**src/rtl/rs232_pkg.sv**
```systemverilog
// rs232_pkg: definitions shared by the RS232 receive and transmit paths.
//   rx_state_t     - receiver FSM state encoding
//   DATA_BITS      - data bits per frame (8N1)
//   STOP_LEVEL     - line level of a valid stop bit
//   IDLE_LEVEL     - line level of an idle line
//   calc_bps_div   - clock cycles per bit, CLK_FREQ / BAUD (integer division)
//   calc_bps_half  - half a bit period, used to land samples at mid-bit
package rs232_pkg;

  typedef enum logic [2:0] {
    RX_IDLE  = 3'd0,
    RX_START = 3'd1,
    RX_DATA  = 3'd2,
    RX_STOP  = 3'd3,
    RX_BREAK = 3'd4
  } rx_state_t;

  localparam int   DATA_BITS  = 8;
  localparam logic STOP_LEVEL = 1'b1;
  localparam logic IDLE_LEVEL = 1'b1;

  // The divider must come out at 4 or more for the mid-bit strobe to be
  // distinct from the wrap point.
  function automatic int calc_bps_div(input int clk_freq, input int baud);
    return clk_freq / baud;
  endfunction

  function automatic int calc_bps_half(input int clk_freq, input int baud);
    return calc_bps_div(clk_freq, baud) / 2;
  endfunction

endpackage

```
**src/rtl/rx_module_if.sv**
```systemverilog
// rx_module_if: user-facing signal bundle of the UART receiver.
//   RX_En_Sig    - receive enable (master -> receiver)
//   RX_Pin_In    - asynchronous serial line, idle high (master -> receiver)
//   RX_Data      - last correctly framed byte (receiver -> master)
//   RX_Done_Sig  - one-cycle pulse when RX_Data is loaded (receiver -> master)
//   RX_Err_Sig   - one-cycle pulse on a framing error (receiver -> master)
//   RX_State     - current receiver FSM state, for observation only
// Done and Err are pulses with no back-pressure: the consumer must capture
// RX_Data in the cycle RX_Done_Sig is high or on any later cycle before the
// next Done; there is no ready signal.
interface rx_module_if;
  import rs232_pkg::*;

  logic       RX_En_Sig;
  logic       RX_Pin_In;
  logic [7:0] RX_Data;
  logic       RX_Done_Sig;
  logic       RX_Err_Sig;
  rx_state_t  RX_State;

  modport master (
    output RX_En_Sig, RX_Pin_In,
    input  RX_Data, RX_Done_Sig, RX_Err_Sig, RX_State
  );

  modport slave (
    input  RX_En_Sig, RX_Pin_In,
    output RX_Data, RX_Done_Sig, RX_Err_Sig, RX_State
  );
endinterface

```
**src/rtl/rx_bps_module.sv**
```systemverilog
// rx_bps_module: bit timer for the UART receiver.
//   CLK, RST_N  - clock, asynchronous active-low reset
//   Count_Sig   - 1: count, wrapping at BPS_DIV-1; 0: hold the count at zero
//   BPS_CLK     - one-cycle strobe when the count reaches BPS_HALF-1 (mid-bit)
module rx_bps_module
  import rs232_pkg::*;
#(
  parameter int CLK_FREQ = 50_000_000,
  parameter int BAUD     = 9600
) (
  input  logic CLK,
  input  logic RST_N,
  input  logic Count_Sig,
  output logic BPS_CLK
);

  localparam int BPS_DIV  = calc_bps_div(CLK_FREQ, BAUD);
  localparam int BPS_HALF = calc_bps_half(CLK_FREQ, BAUD);
  localparam int CNT_W    = $clog2(BPS_DIV);

  localparam logic [CNT_W-1:0] CNT_MAX = CNT_W'(BPS_DIV - 1);
  localparam logic [CNT_W-1:0] CNT_MID = CNT_W'(BPS_HALF - 1);
  localparam logic [CNT_W-1:0] CNT_ONE = CNT_W'(1);

  logic [CNT_W-1:0] r_count;

  always_ff @(posedge CLK or negedge RST_N) begin
    if (!RST_N) begin
      r_count <= '0;
    end else if (!Count_Sig) begin
      r_count <= '0;
    end else if (r_count == CNT_MAX) begin
      r_count <= '0;
    end else begin
      r_count <= r_count + CNT_ONE;
    end
  end

  // Gated by Count_Sig so a stale zero count in IDLE never strobes.
  assign BPS_CLK = Count_Sig && (r_count == CNT_MID);

endmodule

```
**src/rtl/rx_control_module.sv**
```systemverilog
// rx_control_module: line conditioning and frame FSM of the UART receiver.
//   CLK, RST_N   - clock, asynchronous active-low reset
//   RX_En_Sig    - receive enable; low forces IDLE on the next cycle
//   RX_Pin_In    - asynchronous serial line
//   BPS_CLK      - mid-bit sample strobe from the bit timer
//   Count_Sig    - runs the bit timer from START through STOP
//   RX_Data      - last correctly framed byte
//   RX_Done_Sig  - registered pulse, cycle after a good stop sample
//   RX_Err_Sig   - registered pulse, cycle after a low stop sample
//   RX_State     - current FSM state
module rx_control_module
  import rs232_pkg::*;
(
  input  logic                 CLK,
  input  logic                 RST_N,
  input  logic                 RX_En_Sig,
  input  logic                 RX_Pin_In,
  input  logic                 BPS_CLK,
  output logic                 Count_Sig,
  output logic [DATA_BITS-1:0] RX_Data,
  output logic                 RX_Done_Sig,
  output logic                 RX_Err_Sig,
  output rx_state_t            RX_State
);

  localparam logic [2:0] LAST_IDX = 3'(DATA_BITS - 1);

  // Two-flop synchronizer plus one history flop; all reset to the idle level
  // so leaving reset never looks like a start edge.
  logic r_sync1, r_sync2, r_prev;

  rx_state_t            r_state, w_state_n;
  logic [DATA_BITS-1:0] r_shift, w_shift_n;
  logic [2:0]           r_idx,   w_idx_n;
  logic [DATA_BITS-1:0] r_data,  w_data_n;
  logic                 r_done,  w_done_n;
  logic                 r_err,   w_err_n;
  logic                 w_fall;

  always_ff @(posedge CLK or negedge RST_N) begin
    if (!RST_N) begin
      r_sync1 <= IDLE_LEVEL;
      r_sync2 <= IDLE_LEVEL;
      r_prev  <= IDLE_LEVEL;
    end else begin
      r_sync1 <= RX_Pin_In;
      r_sync2 <= r_sync1;
      r_prev  <= r_sync2;
    end
  end

  assign w_fall = (r_sync2 == 1'b0) && (r_prev == 1'b1);

  always_ff @(posedge CLK or negedge RST_N) begin
    if (!RST_N) begin
      r_state <= RX_IDLE;
      r_shift <= '0;
      r_idx   <= '0;
      r_data  <= '0;
      r_done  <= 1'b0;
      r_err   <= 1'b0;
    end else begin
      r_state <= w_state_n;
      r_shift <= w_shift_n;
      r_idx   <= w_idx_n;
      r_data  <= w_data_n;
      r_done  <= w_done_n;
      r_err   <= w_err_n;
    end
  end

  always_comb begin
    w_state_n = r_state;
    w_shift_n = r_shift;
    w_idx_n   = r_idx;
    w_data_n  = r_data;
    w_done_n  = 1'b0;
    w_err_n   = 1'b0;

    if (!RX_En_Sig) begin
      w_state_n = RX_IDLE;
    end else begin
      case (r_state)
        RX_IDLE: begin
          // The timer is already held at zero here, so the edge cycle is
          // the reference point for all later mid-bit samples.
          if (w_fall) w_state_n = RX_START;
        end
        RX_START: begin
          if (BPS_CLK) begin
            if (r_sync2 == 1'b0) begin
              w_state_n = RX_DATA;
              w_idx_n   = '0;
            end else begin
              w_state_n = RX_IDLE;
            end
          end
        end
        RX_DATA: begin
          if (BPS_CLK) begin
            // Shift in at the MSB: after eight bits the first one is at bit 0.
            w_shift_n = {r_sync2, r_shift[DATA_BITS-1:1]};
            if (r_idx == LAST_IDX) begin
              w_state_n = RX_STOP;
            end else begin
              w_idx_n = r_idx + 3'd1;
            end
          end
        end
        RX_STOP: begin
          if (BPS_CLK) begin
            if (r_sync2 == STOP_LEVEL) begin
              w_data_n  = r_shift;
              w_done_n  = 1'b1;
              w_state_n = RX_IDLE;
            end else begin
              w_err_n   = 1'b1;
              w_state_n = RX_BREAK;
            end
          end
        end
        RX_BREAK: begin
          // Hold off until the line is released so a stuck-low line
          // produces a single error rather than a stream of frames.
          if (r_sync2 == IDLE_LEVEL) w_state_n = RX_IDLE;
        end
        default: w_state_n = RX_IDLE;
      endcase
    end
  end

  assign Count_Sig   = (r_state == RX_START) || (r_state == RX_DATA) ||
                       (r_state == RX_STOP);
  assign RX_Data     = r_data;
  assign RX_Done_Sig = r_done;
  assign RX_Err_Sig  = r_err;
  assign RX_State    = r_state;

endmodule

```
**src/rtl/rx_module.sv**
```systemverilog
// rx_module: RS232 8N1 UART receiver top.
//   CLK, RST_N  - clock, asynchronous active-low reset
//   rx_bus      - rx_module_if slave: RX_En_Sig, RX_Pin_In in;
//                 RX_Data, RX_Done_Sig, RX_Err_Sig, RX_State out
// Bit timing is CLK_FREQ / BAUD cycles per bit, matching the transmitter.
module rx_module
  import rs232_pkg::*;
#(
  parameter int CLK_FREQ = 50_000_000,
  parameter int BAUD     = 9600
) (
  input  logic        CLK,
  input  logic        RST_N,
  rx_module_if.slave  rx_bus
);

  logic w_bps_clk;
  logic w_count_sig;

  rx_bps_module #(
    .CLK_FREQ (CLK_FREQ),
    .BAUD     (BAUD)
  ) u_bps (
    .CLK       (CLK),
    .RST_N     (RST_N),
    .Count_Sig (w_count_sig),
    .BPS_CLK   (w_bps_clk)
  );

  rx_control_module u_ctrl (
    .CLK         (CLK),
    .RST_N       (RST_N),
    .RX_En_Sig   (rx_bus.RX_En_Sig),
    .RX_Pin_In   (rx_bus.RX_Pin_In),
    .BPS_CLK     (w_bps_clk),
    .Count_Sig   (w_count_sig),
    .RX_Data     (rx_bus.RX_Data),
    .RX_Done_Sig (rx_bus.RX_Done_Sig),
    .RX_Err_Sig  (rx_bus.RX_Err_Sig),
    .RX_State    (rx_bus.RX_State)
  );

endmodule
```
**src/flat_wrapper.sv**
```systemverilog
// flat-port wrapper written by rule: the top's interface ports become plain ports
module rx_module_flat import rs232_pkg::*;
#(
  parameter int CLK_FREQ = 50_000_000,
  parameter int BAUD     = 9600
)
  (CLK, RST_N, rx_bus_RX_En_Sig, rx_bus_RX_Pin_In, rx_bus_RX_Data, rx_bus_RX_Done_Sig, rx_bus_RX_Err_Sig, rx_bus_RX_State);
  rx_module_if rx_bus_i ();
  input  logic CLK;
  input  logic RST_N;
  input wire logic [$bits(rx_bus_i.RX_En_Sig)-1:0] rx_bus_RX_En_Sig;
  input wire logic [$bits(rx_bus_i.RX_Pin_In)-1:0] rx_bus_RX_Pin_In;
  output wire logic [$bits(rx_bus_i.RX_Data)-1:0] rx_bus_RX_Data;
  output wire logic [$bits(rx_bus_i.RX_Done_Sig)-1:0] rx_bus_RX_Done_Sig;
  output wire logic [$bits(rx_bus_i.RX_Err_Sig)-1:0] rx_bus_RX_Err_Sig;
  output wire logic [$bits(rx_bus_i.RX_State)-1:0] rx_bus_RX_State;
  assign rx_bus_i.RX_En_Sig = rx_bus_RX_En_Sig;
  assign rx_bus_i.RX_Pin_In = rx_bus_RX_Pin_In;
  assign rx_bus_RX_Data = rx_bus_i.RX_Data;
  assign rx_bus_RX_Done_Sig = rx_bus_i.RX_Done_Sig;
  assign rx_bus_RX_Err_Sig = rx_bus_i.RX_Err_Sig;
  assign rx_bus_RX_State = rx_bus_i.RX_State;
  rx_module #(.CLK_FREQ(CLK_FREQ), .BAUD(BAUD)) u_core (.CLK(CLK), .RST_N(RST_N), .rx_bus(rx_bus_i));
endmodule
```
**config.mk**
```make
export PLATFORM = sky130hd
export DESIGN_NAME = rx_module_flat
export DESIGN_NICKNAME = d
export VERILOG_FILES = /design/src/rtl/rs232_pkg.sv /design/src/rtl/rx_module_if.sv /design/src/rtl/rx_bps_module.sv /design/src/rtl/rx_control_module.sv /design/src/rtl/rx_module.sv /design/src/flat_wrapper.sv
export SDC_FILE = /design/constraint.sdc
export NUM_CORES = 1
export LEC_CHECK = 0
export CAP_MARGIN = 20
export CORE_MARGIN = 2
export CORE_UTILIZATION = 45
export CTS_CLUSTER_SIZE = 10
export DETAILED_ROUTE_END_ITERATION = 12
export GPL_ROUTABILITY_DRIVEN = 0
export PLACE_DENSITY_LB_ADDON = 0.2
export REMOVE_ABC_BUFFERS = 1
export SLEW_MARGIN = 20
export SYNTH_ARGS = -nofsm -noshare
export SYNTH_HDL_FRONTEND = slang
export SYNTH_SLANG_ARGS = --single-unit
export TNS_END_PERCENT = 100
```
**constraint.sdc**
```tcl
create_clock -name CLK -period 1.95 [get_ports CLK]
set_input_delay 0.39 -clock CLK [delete_from_list [all_inputs] [get_ports CLK]]
set_output_delay 0.39 -clock CLK [all_outputs]
set_load 0.05 [all_outputs]
```
Word level (Yosys, flattened, before mapping) --
Cells that the tools add are included.
Storage, ports and cells: register bits 40, bits in latches 0, memory bits (writable) 0, ROM bits 0, input bits 4, output and inout bits 13, memories kept 0
Operators by class: add/sub/neg operators 2, multiply operators 0, div/mod/pow operators 0, order comparisons 0, equal/unequal tests 17, shift operators 0, mux-type cells 25, bitwise gates (word level) 1, reductions and logical operators 10
Operator list (number):
- $mux W3 | 12
- $mux W13 | 2
- $pmux W3 S5 | 1
- $add A13 B1 Y13 const B | 1
- $eq A13 B12 Y1 const B | 1
- $eq A13 B13 Y1 const B | 1
- $reduce_and A6 Y1 | 2
- $ne A3 B2 Y1 const B | 3
- $ne A3 B3 Y1 const B | 3
- $mux W1 | 8
- $eq A3 B2 Y1 const B | 2
- $eq A3 B3 Y1 const B | 2
- $pmux W3 S2 | 1
- $ne A2 B1 Y1 const B | 2
- $ne A2 B2 Y1 const B | 2
- $reduce_and A4 Y1 | 1
- $add A3 B1 Y3 const B | 1
- $eq A3 B1 Y1 const B | 1
- $logic_not A3 Y1 | 1
- $reduce_and A3 Y1 | 1
- $logic_and A1 B1 Y1 | 2
- $logic_or A1 B1 Y1 | 2
- $mux W2 | 1
- $reduce_bool A2 Y1 | 1
- $not A1 Y1 | 1

Logic depth before layout (Yosys ltp) --
Gate-level depths: netlist of run 1.
word-level depth 7, gate-level depth with buffers 6

Hierarchy --
From an unflattened synthesis of run 1, not the netlist that was laid out.
Unflattened totals: cells, all modules 142, area, all modules 1816.7 um^2
Modules (own cells, without submodules):
- rx_control_module | instances 1, cells an instance 72, area an instance 1126.1 um^2
- rx_bps_module | instances 1, cells an instance 70, area an instance 690.7 um^2

Worst setup path after synthesis of run 1 --
Ideal clock, no wire load.
path kind reg-to-reg, from register u_core.u_ctrl.r_state[1], in the netlist u_core.u_ctrl.RX_State[1], to register u_core.u_ctrl.r_idx[0], data arrival time 1882 ps, required time 1825 ps, path slack -56 ps, cell stages (with the launch flop) 6, path buffers 1, path through dfrtp_1 clkbuf_1 nand2b_1 o22a_1 nor3_2 mux2_2
On the way: longest elaborated chain between the ends 6
RTL lines:
- from (decl) | line rx_control_module.sv:32 | rx_state_t r_state, w_state_n;
- from (signal assigned) | line rx_control_module.sv:63 | r_state <= w_state_n;
- $eq A3 B1 Y1 / $eq A3 B2 Y1 (equally long branches) | line rx_control_module.sv:83, rx_control_module.sv:132
- $logic_or A1 B1 Y1 (2 in a row) | line rx_control_module.sv:132 | assign Count_Sig = (r_state == RX_START) || (r_state == RX_DATA) ||
- $logic_and A1 B1 Y1 | line rx_bps_module.sv:40 | assign BPS_CLK = Count_Sig && (r_count == CNT_MID);
- $ne A2 B1 Y1 (no line)
- $reduce_and A6 Y1 (no line)
- to (signal assigned) | line rx_control_module.sv:65 | r_idx <= w_idx_n;
- to (decl) | line rx_control_module.sv:34 | logic [2:0] r_idx, w_idx_n;
Parallel ways exist; a longest one is shown, timed or not. A chain may end at the register's enable or synchronous reset.

Worst setup path in the final report of run 1 --
from register u_core.u_ctrl.r_data[4], in the netlist u_core.u_ctrl.RX_Data[4], to output port rx_bus_RX_Data[4]
RTL lines:
- from (decl) | line rx_control_module.sv:35 | logic [DATA_BITS-1:0] r_data, w_data_n;
- from (signal assigned) | line rx_control_module.sv:66 | r_data <= w_data_n;
- to (decl) | line flat_wrapper.sv:13 | output wire logic [$bits(rx_bus_i.RX_Data)-1:0] rx_bus_RX_Data;
No word-level cell between the ends.

==> results_dict.tcl, run 1 <==
set metrics [dict create \
    worstSetupEndpointType "output pin" \
    register_area_um2 1000 \
    die_h_um 67.7 \
    critical_path_class "reg -> out" \
    fillers 310 \
    timing.critical_path.fanout_max 2 \
    final_layout_size_suffix_gt1_frac 0.299 \
    ff2ff_path_depth 6 \
    worst_pin_slew_ns 0.499 \
    p_leak_nw 1.01 \
    outcome "finished, final reports clean" \
    cts_tree "built" \
    crit_path_top_delay_cell "clkdlybuf4s50_1" \
    arrival_ns 1.47 \
    max_cap_violations 0 \
    setup_viol 0 \
    crit_cells 1 \
    crit_chain "clkdlybuf4s50_1" \
    power_density_nw_per_um2 638 \
    cts_htree_levels 2 \
    grt_setup_unrepaired "no" \
    route.detailed.drc 0 \
    slew_headroom 0.666 \
    io_buffers 16 \
    max-vdd-ir-drop_v 0.000461 \
    finalCritPeriodShare 0.954 \
    num_antenna_cells 0 \
    finalCriticalPeriod_ns 1.86 \
    wl_mm 3.17 \
    hp-class "in -> async" \
    fp.coreArea_um2 3940 \
    syn_to_final_growth_pct 22.9 \
    final_common_cell "dfrtp_1" \
    initial_utilization 0.463 \
    synth_cell_types 33 \
    ant_nets 0 \
    antenna_found_initial 0 \
    synthesis.area_um2 1830 \
    grt_usage 0.166 \
    overflow 0 \
    setup_tns_ns 0 \
    multi_input_area_um2 783 \
    io_pins 17 \
    worst-path-buf-inv 1 \
    drtIter0Drc 41 \
    final_util 0.569 \
    ys_seq_elements 40 \
    netlist_instances 151 \
    worstSkewPairLatency_ns 0.29 \
    ys_seq_area_frac 0.550 \
    row_count 23 \
    r2r_slack_ns 0.13 \
    syn_avg_cell_area_um2 12.1 \
    path_delay_family "buffers and inverters" \
    grt_pass1_vias 1217 \
    crit_path_max_incr_delay_ns 0.81 \
    grt_pass1_wl_mm 5.59 \
    post_drt_wl_per_cell_um 13.4 \
    clock-sinks 40 \
    drt_first_pass_iters 4 \
    dp_hpwl_mm 2.22 \
    fin_nets 193 \
    clock_skew_ns 0.0102 \
    layout_common_cells "dfrtp_1 (37), nor2_1 (20), mux2_2 (17)" \
    critPathRequiredTime_ns 1.56 \
    start_kind "register" \
    vias_per_cell 5.08 \
    die_x_um 67.7 \
    cts_root_buf "clkbuf_8" \
    hold-worst-slack_ns 0.0577 \
    vias 1205 \
    fmax_mhz 537 \
    hold_violations 0 \
    finalMaxSlewViolations 0 \
    grt_max_degree 41 \
    die-area_um2 4580 \
    cts_made_buffers 5 \
    clock_path_buffers 2 \
    clk_pin_slew_ns 0.08 \
    yosysWarnings 0 \
    power_mw 1.43 \
]
## repair_timing
item,CTS,global route
buffers inserted,0,0
hold buffers,0,0
setup endpoints to repair,0,7
resized for setup,0,2
## cell usage after synthesis, drive strengths merged
library cell,instances,area share
clkbuf,2,0.0041
and4bb,1,0.0069
xor2,6,0.029
nor4bb,1,0.0055
and4,2,0.0096
and3b,2,0.0096
dfrtp,37,0.51
nand2,12,0.025
mux2,17,0.10
mux2i,3,0.016
buf,2,0.012
nor4b,3,0.023
and2,1,0.0041
ha,3,0.021
nor4,2,0.015
nand2b,4,0.014
dfstp,3,0.043
and3,2,0.0075
o21ai,2,0.0055
nor3,6,0.025
nand3,5,0.016
nand4,5,0.017
xnor2,5,0.024
a21oi,1,0.0027
nor2,20,0.041
inv,3,0.0062
o22a,1,0.0048
## final timing paths
check	from	endpoint
worst max-delay path	u_core.u_ctrl.RX_Data[4]	rx_bus_RX_Data[4]
worst min-delay path	RST_N	u_core.u_bps.r_count[7]
worst max register to register	u_core.u_bps.r_count[1]	u_core.u_ctrl.r_idx[0]
worst min register to register	u_core.u_ctrl.r_sync1	u_core.u_ctrl.r_sync2
max in group asynchronous	RST_N	u_core.u_ctrl.r_sync2
min in group CLK	u_core.u_ctrl.r_sync1	u_core.u_ctrl.r_sync2
## power breakdown
group          total [mW]  leakage, nW  switching (mW)  internal (mW)
Clock               0.530       0.0412           0.280          0.250
Combinational      0.0569        0.437          0.0373         0.0195
Sequential          0.845        0.537         0.00642          0.838
Total                1.43         1.01           0.324           1.11
## cell families after synthesis
| logic type | share of synthesized area |
|---|---|
| AOI/OAI and AO/OA | 0.0130 |
| adders and majority gates | 0.0206 |
| and+or+nand+nor | 0.219 |
| xor gates and xnor gates | 0.0528 |
| DFF | 0.550 |
| buffers and inverters | 0.0226 |
| muxes | 0.121 |
## metal layers
layer	vias to the layer above	track usage	routed length (µm)
li1	597	-	-
met1	584	0.208	1470
met2	18	0.266	1520
met3	6	0.0383	124
met4	0	0.0893	59
met5	-	0	0
## sequential cells by signal, indices dropped and copies added (netlist names)
signal,count
u_core.u_ctrl.RX_Err_Sig,1
u_core.u_bps.r_count,13
u_core.u_ctrl.r_sync2,1
u_core.u_ctrl.r_shift,8
u_core.u_ctrl.r_sync1,1
u_core.u_ctrl.RX_State,3
u_core.u_ctrl.r_prev,1
u_core.u_ctrl.r_idx,3
u_core.u_ctrl.RX_Done_Sig,1
u_core.u_ctrl.RX_Data,8
## layout make-up
class	instances	area share
Multi-Input combinational cell	104	0.349
Sequential cell	40	0.448
Clock buffer	6	0.0323
Timing Repair Buffer	32	0.132
Inverter	3	0.00502
Tap cell	50	0.0279
Clock inverter	2	0.00558
## metrics by stage
step	cell area (µm²)	std cells	worst slack [ns]
finish	2240	237	0.0889
global route	2240	237	0.000938
CTS	2240	237	0.0839
detailed placement	2150	229	-0.0742
global placement	2150	229	-0.0489
floorplan	1800	147	-0.0405
(Power assumes the default switching activity.)
==> run 2, diff against run 1 <==
--- a/config.mk
+++ b/config.mk
@@ -8,7 +8,8 @@
 export CAP_MARGIN = 20
 export CORE_MARGIN = 2
 export CORE_UTILIZATION = 45
-export CTS_CLUSTER_SIZE = 10
+export CTS_BUF_LIST = sky130_fd_sc_hd__clkbuf_8
+export CTS_CLUSTER_SIZE = 40
 export DETAILED_ROUTE_END_ITERATION = 12
 export GPL_ROUTABILITY_DRIVEN = 0
 export PLACE_DENSITY_LB_ADDON = 0.2
==> results_dict.tcl, run 2 (synthesis results as in run 1) <==
set metrics [dict create \
    finalCritPeriodShare 0.954 \
    vias_per_cell 5.07 \
    wl_mm 3.17 \
    clock-sinks 40 \
    power_density_nw_per_um2 636 \
    arrival_ns 1.47 \
    die-area_um2 4580 \
    worst_pin_slew_ns 0.499 \
    fin_nets 193 \
    cts_htree_levels 2 \
    regMostFlops "u_core.u_bps.r_count" \
    r2r_start "u_core.u_bps.r_count[1]" \
    hold-worst-slack_ns 0.0578 \
    crit_path_top_delay_cell "clkdlybuf4s50_1" \
    fillers 310 \
    ff2ff_path_depth 6 \
    clock_path_buffers 2 \
    netSwitchingPower_uw 325 \
    dp_hpwl_mm 2.22 \
    clockPowerShare 0.368 \
    power_mw 1.43 \
    final_area_um2 2240 \
    register_area_um2 1000 \
    final_common_cell "dfrtp_1" \
    fmax_mhz 537 \
    hold_violations 0 \
    clk_pin_slew_ns 0.08 \
    post_drt_wl_per_cell_um 13.4 \
    worstSetupEndpointType "output pin" \
    timing.critical_path.fanout_max 2 \
    io_buffers 16 \
    finalCriticalPeriod_ns 1.86 \
    path_delay_family "buffers and inverters" \
    drtIter0Drc 41 \
    internal-power_mw 1.10 \
    grt_usage 0.166 \
    start_kind "register" \
    final_layout_size_suffix_gt1_frac 0.299 \
    grt_setup_unrepaired "no" \
    antenna_found_initial 0 \
    critical_path_class "reg -> out" \
    crit_path_max_incr_delay_ns 0.81 \
    die_x_um 67.7 \
    syn_to_final_growth_pct 22.9 \
    sw_frac_of_total 0.227 \
    combinationalPowerShare 0.040 \
    place_area_um2 2150 \
    drt_first_pass_iters 4 \
    critPathRequiredTime_ns 1.56 \
    die_h_um 67.7 \
    seq_power_share 0.592 \
    largest_reg_flops 13 \
    ctsResizeCount 0 \
    fp.coreArea_um2 3940 \
    cts_setup_buffers 0 \
    grt_pass1_wl_mm 5.59 \
    hp-class "in -> async" \
    outcome "finished, final reports clean" \
    finalMaxSlewViolations 0 \
    num_antenna_cells 0 \
    grt_pass1_vias 1217 \
    overflow 0 \
    initial_utilization 0.463 \
    r2r_slack_ns 0.13 \
    crit_chain "clkdlybuf4s50_1" \
    cts_made_buffers 5 \
    r2r_end "u_core.u_ctrl.r_idx[0]" \
    clock_skew_ns 0.0103 \
    multi_input_area_um2 783 \
    row_count 23 \
    setup_viol 0 \
    slew_headroom 0.666 \
    crit_cells 1 \
    io_pins 17 \
    max_cap_violations 0 \
    cts_root_buf "clkbuf_8" \
    grt_max_degree 41 \
    worstSkewPairLatency_ns 0.29 \
    max-vdd-ir-drop_v 0.000461 \
    ant_nets 0 \
    hold_buffers 0 \
    layout_common_cells "dfrtp_1 (37), nor2_1 (20), mux2_2 (17)" \
    route.detailed.drc 0 \
    cts_tree "built" \
    worst-path-buf-inv 1 \
    vias 1202 \
    p_leak_nw 1.02 \
]
-- run 2: cell count changes in the layout (fill, tap and decap cells not counted), sizes merged --
cell    delta
clkbuf     -1
inv        +1
-- run 2: cell type report --
cell class / count / share of cell area
Inverter: 3 / 0.00502
Clock buffer: 5 / 0.0307
Clock inverter: 3 / 0.00725
Timing Repair Buffer: 32 / 0.132
Multi-Input combinational cell: 104 / 0.349
Tap cell: 50 / 0.0279
Sequential cell: 40 / 0.448
-- run 2: worst max-delay path by stage --
stage,slack (ns),start,endpoint
floorplan,-0.04,u_core.u_ctrl.RX_State[2],u_core.u_ctrl.RX_Data[0]
global placement,-0.05,rx_bus_RX_En_Sig,u_core.u_ctrl.RX_Data[5]
CTS,0.08,u_core.u_ctrl.RX_Data[4],rx_bus_RX_Data[4]
detailed placement,-0.07,rx_bus_RX_En_Sig,u_core.u_ctrl.RX_Data[4]
finish,0.09,u_core.u_ctrl.RX_Data[4],rx_bus_RX_Data[4]
global route,0.0009,u_core.u_bps.r_count[1],u_core.u_ctrl.r_idx[0]
-- run 2: per-stage QoR --
stage,setup WS (ns),TNS [ns],std cells,util
after floorplan,-0.0405,-0.324,147,-
after global placement,-0.0489,-0.387,229,0.546
after detailed placement,-0.0742,-0.485,229,0.546
after CTS,0.0835,0,237,0.567
after global routing,0.000938,0,237,0.569
final,0.0887,0,237,0.569
-- run 2: worst reg2reg max path, stage by stage, from the launching register on --
cell and delay, ns:
dfrtp_1 0.35, ha_1 0.17, and4bb_2 0.27, nand4_1 0.18, buf_4 0.20, nor3_2 0.18
mux2_2 0.35
-- run 2: per-layer routing --
metal,routed length [µm],GRT usage,vias to the layer above
met2,1520,0.266,18
met3,124,0.0383,6
met1,1470,0.208,581
li1,-,-,597
met4,59,0.0893,0
met5,0,0,-
-- run 2: power by group through the flow --
stage	Combinational (mW)	Clock (mW)	Sequential, mW
after floorplan	0.0167	0	0.864
after global placement	0.0574	0	0.861
after detailed placement	0.0587	0	0.861
after CTS	0.0589	0.542	0.845
after global routing	0.0651	0.586	0.845
final	0.0569	0.525	0.845
